--- config.mk ---
export PLATFORM = sky130hd
export DESIGN_NAME = muldiv_sequencer_flat
export DESIGN_NICKNAME = d
export VERILOG_FILES = /design/src/rtl/muldiv_sequencer_pkg.sv /design/src/rtl/muldiv_sequencer_if.sv /design/src/rtl/muldiv_step.sv /design/src/rtl/muldiv_sequencer.sv /design/src/flat_wrapper.sv
export SDC_FILE = /design/constraint.sdc
export NUM_CORES = 1
export LEC_CHECK = 0
export ABC_AREA = 1
export CORE_MARGIN = 4
export CORE_UTILIZATION = 58
export DETAILED_ROUTE_END_ITERATION = 6
export PLACE_DENSITY = 0.86
export REMOVE_ABC_BUFFERS = 1
export SKIP_LAST_GASP = 1
export SYNTH_ARGS = -nofsm -noshare
export SYNTH_HDL_FRONTEND = slang
export SYNTH_SLANG_ARGS = --single-unit
--- constraint.sdc ---
create_clock -name clk -period 3.3 [get_ports clk]
set_clock_uncertainty 0.05 [all_clocks]
set_input_delay 0.66 -clock clk [delete_from_list [all_inputs] [get_ports clk]]
set_output_delay 0.66 -clock clk [all_outputs]
set_load 0.02 [all_outputs]
--- src/rtl/muldiv_sequencer_pkg.sv ---
// Shared pipeline encodings for the M-extension sequencer: funct3 operations,
// FSM states, iteration count and ALU control codes.
package muldiv_sequencer_pkg;

    typedef enum logic [2:0] {
        F3_MUL    = 3'b000,
        F3_MULH   = 3'b001,
        F3_MULHSU = 3'b010,
        F3_MULHU  = 3'b011,
        F3_DIV    = 3'b100,
        F3_DIVU   = 3'b101,
        F3_REM    = 3'b110,
        F3_REMU   = 3'b111
    } funct3_e;

    typedef enum logic [1:0] {
        IDLE = 2'b00,
        CALC = 2'b01,
        FIX  = 2'b10,
        DONE = 2'b11
    } state_e;

    typedef enum logic [3:0] {
        ALU_ADD  = 4'd0,
        ALU_SUB  = 4'd1,
        ALU_AND  = 4'd2,
        ALU_OR   = 4'd3,
        ALU_XOR  = 4'd4,
        ALU_SLL  = 4'd5,
        ALU_SRL  = 4'd6,
        ALU_SRA  = 4'd7,
        ALU_SLT  = 4'd8,
        ALU_SLTU = 4'd9
    } alu_ctrl_e;

    localparam int ITERATIONS = 32;
    localparam int COUNT_W    = 5;

    function automatic logic [31:0] magnitude(input logic [31:0] value, input logic negative);
        return negative ? (~value + 32'd1) : value;
    endfunction

endpackage

--- src/rtl/muldiv_sequencer_if.sv ---
// Request/response bundle between the pipeline (master) and the mul/div sequencer (slave).
interface muldiv_sequencer_if;

    logic        start;
    logic [2:0]  funct3;
    logic [31:0] op_a;
    logic [31:0] op_b;
    logic        flush;
    logic        busy;
    logic        done;
    logic [31:0] result;

    modport master (
        output start, funct3, op_a, op_b, flush,
        input  busy, done, result
    );

    modport slave (
        input  start, funct3, op_a, op_b, flush,
        output busy, done, result
    );

endinterface

--- src/rtl/muldiv_step.sv ---
// One radix-2 iteration: shift-add for multiply, restoring trial-subtract for divide.
module muldiv_step (
    input  logic        is_div,
    input  logic [63:0] acc_in,
    input  logic [63:0] opa_in,
    input  logic [31:0] opb_in,
    output logic [63:0] acc_out,
    output logic [63:0] opa_out,
    output logic [31:0] opb_out
);

    logic [32:0] rem_shift;
    logic [32:0] trial;

    // Divide: acc holds the partial remainder, opa the dividend bits shifting
    // out at the top while quotient bits shift in at the bottom.
    always_comb begin
        rem_shift = {acc_in[31:0], opa_in[31]};
        trial     = rem_shift - {1'b0, opb_in};
        acc_out   = acc_in;
        opa_out   = opa_in;
        opb_out   = opb_in;
        if (is_div) begin
            if (!trial[32]) begin
                acc_out = {32'd0, trial[31:0]};
                opa_out = {32'd0, opa_in[30:0], 1'b1};
            end else begin
                acc_out = {32'd0, rem_shift[31:0]};
                opa_out = {32'd0, opa_in[30:0], 1'b0};
            end
        end else begin
            acc_out = opb_in[0] ? (acc_in + opa_in) : acc_in;
            opa_out = {opa_in[62:0], 1'b0};
            opb_out = {1'b0, opb_in[31:1]};
        end
    end

endmodule

--- src/rtl/muldiv_sequencer.sv ---
// Multi-cycle RV32M multiply/divide unit: 32 radix-2 iterations on magnitudes,
// sign fix-up in FIX, single-cycle fast paths for divide-by-zero and overflow.
module muldiv_sequencer
    import muldiv_sequencer_pkg::*;
(
    input  logic               clk,
    input  logic               rst,
    muldiv_sequencer_if.slave  bus
);

    state_e               state, state_next;
    funct3_e              op, req_op;
    logic                 sign_a, sign_b;
    logic [COUNT_W-1:0]   count;
    logic [63:0]          acc, opnd_a;
    logic [31:0]          opnd_b;
    logic [31:0]          result_q;

    logic                 req_sign_a, req_sign_b, div_by_zero, overflow, req_fast, accept;
    logic [31:0]          fast_value;
    logic [63:0]          step_acc, step_opa;
    logic [31:0]          step_opb;
    logic [63:0]          prod_fixed;
    logic [31:0]          quot_fixed, rem_fixed, fix_value;

    always_comb begin
        req_op      = funct3_e'(bus.funct3);
        req_sign_a  = (req_op inside {F3_MULH, F3_MULHSU, F3_DIV, F3_REM}) && bus.op_a[31];
        req_sign_b  = (req_op inside {F3_MULH, F3_DIV, F3_REM}) && bus.op_b[31];
        div_by_zero = bus.funct3[2] && (bus.op_b == 32'd0);
        overflow    = (req_op inside {F3_DIV, F3_REM}) &&
                      (bus.op_a == 32'h8000_0000) && (bus.op_b == 32'hFFFF_FFFF);
        req_fast    = div_by_zero || overflow;
        accept      = (state == IDLE) && bus.start && !bus.flush;
        fast_value  = 32'd0;
        if (div_by_zero)
            fast_value = bus.funct3[1] ? bus.op_a : 32'hFFFF_FFFF;
        else
            fast_value = bus.funct3[1] ? 32'd0 : 32'h8000_0000;
    end

    always_ff @(posedge clk) begin
        if (rst)
            state <= IDLE;
        else
            state <= state_next;
    end

    always_comb begin
        state_next = state;
        if (bus.flush) begin
            state_next = IDLE;
        end else begin
            case (state)
                IDLE:    if (bus.start) state_next = req_fast ? DONE : CALC;
                CALC:    if (count == COUNT_W'(ITERATIONS - 1)) state_next = FIX;
                FIX:     state_next = DONE;
                DONE:    state_next = IDLE;
                default: state_next = IDLE;
            endcase
        end
    end

    always_comb begin
        bus.busy   = (state != IDLE);
        bus.done   = (state == DONE);
        bus.result = result_q;
    end

    muldiv_step u_step (
        .is_div  (op[2]),
        .acc_in  (acc),
        .opa_in  (opnd_a),
        .opb_in  (opnd_b),
        .acc_out (step_acc),
        .opa_out (step_opa),
        .opb_out (step_opb)
    );

    // Quotient follows the sign mismatch, remainder follows the dividend.
    always_comb begin
        prod_fixed = (sign_a ^ sign_b) ? (~acc + 64'd1) : acc;
        quot_fixed = (sign_a ^ sign_b) ? (~opnd_a[31:0] + 32'd1) : opnd_a[31:0];
        rem_fixed  = sign_a ? (~acc[31:0] + 32'd1) : acc[31:0];
        case (op)
            F3_MUL:                         fix_value = prod_fixed[31:0];
            F3_MULH, F3_MULHSU, F3_MULHU:   fix_value = prod_fixed[63:32];
            F3_DIV, F3_DIVU:                fix_value = quot_fixed;
            default:                        fix_value = rem_fixed;
        endcase
    end

    always_ff @(posedge clk) begin
        if (rst) begin
            op       <= F3_MUL;
            sign_a   <= 1'b0;
            sign_b   <= 1'b0;
            count    <= '0;
            acc      <= 64'd0;
            opnd_a   <= 64'd0;
            opnd_b   <= 32'd0;
            result_q <= 32'd0;
        end else if (accept) begin
            op     <= req_op;
            sign_a <= req_sign_a;
            sign_b <= req_sign_b;
            count  <= '0;
            acc    <= 64'd0;
            opnd_a <= {32'd0, magnitude(bus.op_a, req_sign_a)};
            opnd_b <= magnitude(bus.op_b, req_sign_b);
            if (req_fast)
                result_q <= fast_value;
        end else if (state == CALC && !bus.flush) begin
            acc    <= step_acc;
            opnd_a <= step_opa;
            opnd_b <= step_opb;
            count  <= count + COUNT_W'(1);
        end else if (state == FIX && !bus.flush) begin
            result_q <= fix_value;
        end
    end

endmodule

--- src/flat_wrapper.sv ---
// flat-port wrapper written by rule: the top's interface ports become plain ports
module muldiv_sequencer_flat import muldiv_sequencer_pkg::*;
  (clk, rst, bus_start, bus_funct3, bus_op_a, bus_op_b, bus_flush, bus_busy, bus_done, bus_result);
  muldiv_sequencer_if bus_i ();
  input  logic clk;
  input  logic rst;
  input wire logic [$bits(bus_i.start)-1:0] bus_start;
  input wire logic [$bits(bus_i.funct3)-1:0] bus_funct3;
  input wire logic [$bits(bus_i.op_a)-1:0] bus_op_a;
  input wire logic [$bits(bus_i.op_b)-1:0] bus_op_b;
  input wire logic [$bits(bus_i.flush)-1:0] bus_flush;
  output wire logic [$bits(bus_i.busy)-1:0] bus_busy;
  output wire logic [$bits(bus_i.done)-1:0] bus_done;
  output wire logic [$bits(bus_i.result)-1:0] bus_result;
  assign bus_i.start = bus_start;
  assign bus_i.funct3 = bus_funct3;
  assign bus_i.op_a = bus_op_a;
  assign bus_i.op_b = bus_op_b;
  assign bus_i.flush = bus_flush;
  assign bus_busy = bus_i.busy;
  assign bus_done = bus_i.done;
  assign bus_result = bus_i.result;
  muldiv_sequencer u_core (.clk(clk), .rst(rst), .bus(bus_i));
endmodule
==> impl_metrics.toml, run 1 <==
[status]
outcome = "finished, final reports clean"

[sta]
setup_slack_ns = 0.2861
fin_crit_ns = 3.014
max_freq_mhz = 331.8
worst_pin_slew_ns = 0.9220
finalSetupViolCount = 0
rsz0062_at_grt = "false"
min_period_over_period = 0.9133
relSlewSlack = 0.3846
finalMaxSlewViolations = 0
finalHoldViolations = 0

[synthesis]
synth_top_family_by_area = "simple AND/OR/NAND/NOR gates"
synthAdderAreaFrac = 0.05900
synth_compound_area_frac = 0.1748
synth_edf_count = 0
synth_ff_type = "dfxtp_1"
synthXorXnorAreaFrac = 0.02811
synth-simple-area-share = 0.4401
synthCells = 4329
async_flop_share = 0
synthMuxAreaShare = 0.0004283
avgSynthCellArea_sq_um = 5.399
yosys_warnings = 0
synth.cell_area_sq_um = 23370
synth_cell_types = 55
seq_area_frac_synth = 0.1747
synth_seq_cells = 204

[global_routing]
grt_antenna_before_repair = 3
globalRouteOverflowTotal = 0
grt_pass1_wl_mm = 151.4
grt_use_total = 0.4345
grt_max_degree = 94
grt_pass1_vias = 26730

[placed_design]
io_buffer_count = 104
place_congestion = 1.075
dpl.cell_count = 4884
preCtsSetupSlack_ns = 0.04503
hpwl_mm = 80.29

[clock_network]
cts_setup_buffers = 0
cts.sinks = 204
clock-root-buffer = "clkbuf_16"
ctsHoldBuffers = 0
clk_path_buf_depth = 3
htree_levels = 1
cts_buffers = 25
path_clk_slew_ns = 0.07
postCtsResizedCells = 0
clock_latency_ns = 0.55
cts_tree = "built"

[routing]
met2_wirelength_mm = 40.95
vias = 29430
first_iter_violations = 3778
drt_first_pass_iters = 7
detail_route.wirelength_mm = 99.61
vias_per_cell = 5.970
wl_per_cell_um = 20.21
met3_length_mm = 13.94
met1_length_mm = 38.13
top_layer_used = "met5"
drc_errors = 0
ant_nets = 0

[die]
start_util = 0.5869
pin_count = 105
die_w_um = 208.7
std_cell_rows = 73
core_area_sq_um = 39820
dieArea_sq_um = 43570
dieHeight_um = 208.7

[worst_setup_path]
crit_path_start_kind = "flip-flop"
crit_chain = "ha_1, a21oi_1, o21ai_0, a21oi_1, nor2_1, o21ai_0, nand3_1, nand2_1, nand3_1, a21oi_1"
slowest_stage = "dfxtp_1"
r2r_slack_ns = 0.29
reg2reg_depth = 10
slowest_delay_ns = 0.73
worstPathArrival_ns = 3.44
crit_type = "reg -> reg"
critPathRequiredTime_ns = 3.73
worstPathMaxFanout = 8
path_common_cell = "a21oi_1"
critPathCaptureType = "flip-flop"
setup.worst_path.start = "u_core.acc[21]$_SDFFE_PP0P_"
reg2reg_from = "u_core.acc[21]$_SDFFE_PP0P_"

[power_and_ir_drop]
leakage_nw = 12.86
ir_drop_v = 0.0004916
power_per_cell_area_nw_per_um2 = 330.5

[cells_and_area]
layout-drive-gt1-share = 0.05518
nFillCells = 4012
fin_nets = 4566
final_cells = 4929
antenna_cells = 0
area_delta_synth_final_pct = 10.89

[worst_hold_path]
hold_path.class = "reg -> reg"
min_from = "u_core.opnd_b[27]$_SDFFE_PP0P_"
holdPathStages = 2

[flow_run]
timing.max_cap.violations = 0
-- worst paths after layout --
check,endpoint
min reg2reg,u_core.opnd_b[27]$_SDFFE_PP0P_
min,u_core.opnd_b[27]$_SDFFE_PP0P_
max reg2reg,u_core.acc[48]$_SDFFE_PP0P_
max,u_core.acc[48]$_SDFFE_PP0P_
-- stage by stage --
step / util / hold slack (ns) / area, sq um / setup TNS [ns] / total power (W)
finish: 0.6508 / 0.4182 / 25920 / 0 / 0.008565
global route: 0.6508 / 0.4386 / 25920 / 0 / 0.008914
CTS: 0.6508 / 0.4184 / 25920 / 0 / 0.008445
detailed placement: 0.6291 / 0.4102 / 25050 / 0 / 0.005522
global placement: 0.6291 / 0.4021 / 25050 / 0 / 0.005500
floorplan: - / 0.3789 / 22710 / -411.84 / 0.004483
-- cell families after synthesis --
| group | count (synthesis) |
|---|---|
| and+or+nand+nor | 2436 |
| AOI/OAI and AO/OA | 773 |
| buffers and inverters | 731 |
| DFF | 204 |
| adders and majority gates | 109 |
| xor gates and xnor gates | 75 |
| muxes | 1 |
-- report_power, final --
part / internal (W) / switching, W / leakage, nW
Combinational: 0.000902 / 0.00198 / 10.8
Clock: 0.00174 / 0.00122 / 0.415
Sequential: 0.00256 / 0.000157 / 1.66
Total: 0.00520 / 0.00336 / 12.9
-- final cells by class --
class                           instances  area (sq um)  area share
Clock buffer                           33         705.7     0.02723
Inverter                              588          2212     0.08536
Multi-Input combinational cell       3394         16460      0.6350
Clock inverter                         12         157.7    0.006083
Timing Repair Buffer                  173          1642     0.06334
Tap cell                              525         656.9     0.02535
Sequential cell                       204          4085      0.1576
-- Yosys cell counts (all sizes together), types with 2 or more instances --
cell    count  area, sq um
nor4        8        50.05
xnor2      16        140.1
o22ai       4        25.02
nand4      55        350.3
buf        67        374.1
a211oi      3        22.52
inv       586         2200
o21a        2        15.01
o221ai      2        17.52
nor2      537         2187
dfxtp     204         4084
a221oi      2        17.52
o211ai     24        180.2
a21oi     378         1952
clkbuf     76        285.3
or2         8        50.05
and2        2        12.51
a31oi      15        93.84
nand3     391         1999
ha        107         1339
o21ai     329         1654
nor3       37        190.2
clkinv      2        12.51
xor2       59        516.8
fa          2        40.04
nand3b     29        217.7
nand2    1367         5214
o21bai      9        67.56
-- layout by cell type, fill, tap and decap left out, types with 24 or more instances in the layout --
cell type	netlist	final
nand2_1	1346	1345
inv_1	568	566
nor2_1	488	483
nand3_1	384	383
a21oi_1	364	364
o21ai_0	300	300
dfxtp_1	204	203
ha_1	107	107
clkdlybuf4s50_1	0	103
buf_4	4	62
xor2_1	59	59
nand4_1	54	54
nor2_2	41	45
nor3_1	36	36
nand3b_1	29	29
o21ai_1	27	26
clkbuf_16	0	25
o211ai_1	24	24
-- worst max-delay path, delay by kind of cell, from the launching register on --
family / cells / cell delay [ns]
AOI/OAI and AO/OA: 5 / 1.33
DFF: 1 / 0.73
and+or+nand+nor: 4 / 0.44
adders and majority gates: 1 / 0.41
-- state kept, by name, indices dropped and copies added, names as in the netlist --
name / cells
u_core.bus.result: 32
u_core.count: 5
u_core.sign_b: 1
u_core.state: 2
u_core.sign_a: 1
u_core.opnd_a: 64
u_core.acc: 64
u_core.op: 3
u_core.opnd_b: 32
-- routing by layer --
metal / global-route usage / vias to the layer above
met3: 0.1112 / 367
met5: 0 / -
met2: 0.6480 / 1877
met4: 0.2230 / 2
met1: 0.5806 / 13130
li1: - / 14060
(Power assumes the default switching activity.)
==> inputs of run 2 (changes only) <==
RECOVER_POWER = 25   (was default)
==> run 2 against run 1 <==
Against the previous run: the run now ends with design-rule violations left; highest routed layer unchanged; first-iteration DRC count down 0.56%; fmax is 4.6% lower; routed wire length fell by 0.15%; register-to-register slack barely moved; hold slack got worse by 0.00089 ns; critical path depth fell by 2; clock-buffer cell count did not move; critical path type is now in -> reg; clock power about the same; cell area about the same.
==> impl_metrics.toml, run 2 (synthesis gave the netlist of run 1 again) <==
[die]
std_cell_rows = 73
dieArea_sq_um = 43570
start_util = 0.5869
die_w_um = 208.7
core_area_sq_um = 39820
dieHeight_um = 208.7
pin_count = 105

[worst_setup_path]
crit_chain = "dlygate4sd3_1, inv_2, nand3_1, inv_1, nor2_2, inv_1, buf_4, a21oi_1"
slowest_stage = "inv_1"
crit_type = "in -> reg"
worstPathArrival_ns = 3.55
critPathCaptureType = "flip-flop"
crit_path_start_kind = "input pin"
worstPathMaxFanout = 29
path_common_cell = "inv_1"
slowest_delay_ns = 0.98
cp_top_family = "buffers and inverters"
critPathRequiredTime_ns = 3.69
cp_num_buf_inv = 5

[worst_hold_path]
hold_path.class = "reg -> reg"

[sta]
rsz0062_at_grt = "false"
relSlewSlack = 0.08879
min_period_over_period = 0.9573
fin_hold_ws_ns = 0.4173
fin_crit_ns = 3.159
finalHoldViolations = 0
worst_pin_slew_ns = 1.365
finalSetupViolCount = 0
max_freq_mhz = 316.5
finalMaxSlewViolations = 0

[power_and_ir_drop]
power_per_cell_area_nw_per_um2 = 330.5
seqPwrFrac = 0.317
power_frac_comb = 0.336
clkPwrFrac = 0.347
internal_power_w = 0.005194
leakage_nw = 12.94
ir_drop_v = 0.0004931
swShare = 0.3932
p_sw_w = 0.003365

[routing]
vias_per_cell = 5.976
vias = 29460
drc_errors = 8
detail_route.wirelength_mm = 99.46
ant_nets = 0
wl_per_cell_um = 20.18
first_iter_violations = 3757
drt_first_pass_iters = 7

[global_routing]
grt_antenna_before_repair = 3
grt_util_met3 = 0.1112
grt_pass1_vias = 26730
grt_pass1_wl_mm = 151.4
grt_use_total = 0.4345
globalRouteOverflowTotal = 0
busiest_layer = "met2"
met2_usage = 0.6480
grt_max_degree = 94
grtUsageMet1 = 0.5806

[clock_network]
postCtsResizedCells = 0
cts_buffers = 25
cts.sinks = 204
path_clk_slew_ns = 0.06
clock_latency_ns = 0.55
clk_path_buf_depth = 3
cts_tree = "built"
htree_levels = 1
clock-root-buffer = "clkbuf_16"
ctsHoldBuffers = 0
cts_setup_buffers = 0

[cells_and_area]
layout-drive-gt1-share = 0.05404
multiInputGateArea_sq_um = 16440
area_delta_synth_final_pct = 10.81
fin_nets = 4566
nFillCells = 4016
final_common_cell = "nand2_1"
design_area_sq_um = 25900
seq_area_sq_um = 4085
final_cell_mix = "nand2_1 (1345), inv_1 (568), nor2_1 (484)"
reg_top3 = "u_core.acc (64), u_core.opnd_a (64)"

[status]
outcome = "finished, violations left"
violations = "design-rule violations"

[placed_design]
hpwl_mm = 80.29
place_congestion = 1.075
place_area_sq_um = 25050
io_buffer_count = 104

[flow_run]
timing.max_cap.violations = 0
[run 2: changes by cell type in the layout (fill, tap and decap cells not counted), moves of 2 or more]
cell             delta
dlygate4sd3_1      +29
inv_1               +2
inv_2               -2
clkdlybuf4s50_1    -29
buf_4               -2
[run 2: worst register-to-register path: stages, from the launching register on]
cell,delay (ns)
dfxtp_1,0.33
inv_1,0.13
ha_1,0.18
nand3_1,0.29
inv_1,0.40
nor2_2,0.07
inv_1,0.98
buf_4,0.39
a21oi_1,0.07
[run 2: power groups by stage]
stage	combinational [W]	clock, W	sequential [W]
after floorplan	0.00177	0	0.00271
after global placement	0.00275	0	0.00275
after detailed placement	0.00277	0	0.00275
after CTS	0.00279	0.00296	0.00270
after global routing	0.00314	0.00305	0.00271
final	0.00288	0.00297	0.00271
[run 2: final timing paths]
kind | start | end | slack (ns) | cells past startpoint
worst max register to register | u_core.state[0]$_SDFFE_PP0P_ | u_core.opnd_a[55]$_SDFFE_PP0P_ | 0.30 | 8
worst min register to register | u_core.bus.result[10]$_SDFFE_PP0P_ | u_core.bus.result[10]$_SDFFE_PP0P_ | 0.42 | 2
worst min-delay path | u_core.bus.result[10]$_SDFFE_PP0P_ | u_core.bus.result[10]$_SDFFE_PP0P_ | 0.42 | 2
worst max-delay path | bus_flush | u_core.opnd_a[55]$_SDFFE_PP0P_ | 0.14 | 8
[run 2: cell type report]
cell class              count  share of cell area
multi-input cells        3394              0.6349
flip-flops and latches    204              0.1577
inverters                 588             0.08542
repair buffers            173             0.06315
clock buffers              33             0.02725
well taps                 525             0.02536
clock inverters            12            0.006088
diodes                      1          0.00009663
[run 2: through the flow]
step | util | instances | power [W] | TNS, ns | worst slack (ns)
2_1_floorplan | - | 4186 | 0.004483 | -411.84 | -3.439
3_3_place_gp | 0.6291 | 4884 | 0.005500 | 0 | 0.1332
3_5_place_dp | 0.6291 | 4884 | 0.005522 | 0 | 0.04503
4_1_cts | 0.6508 | 4929 | 0.008445 | 0 | 0.5072
5_1_grt | 0.6502 | 4929 | 0.008903 | 0 | 0.1337
6_report | 0.6503 | 4930 | 0.008559 | 0 | 0.1409
[run 2: metal layers]
| metal | wire, um | up-vias |
|---|---|---|
| met4 | 6456 | 2 |
| met2 | 40970 | 1827 |
| met1 | 38420 | 13230 |
| li1 | - | 14050 |
| met3 | 13600 | 349 |
| met5 | 13 | - |
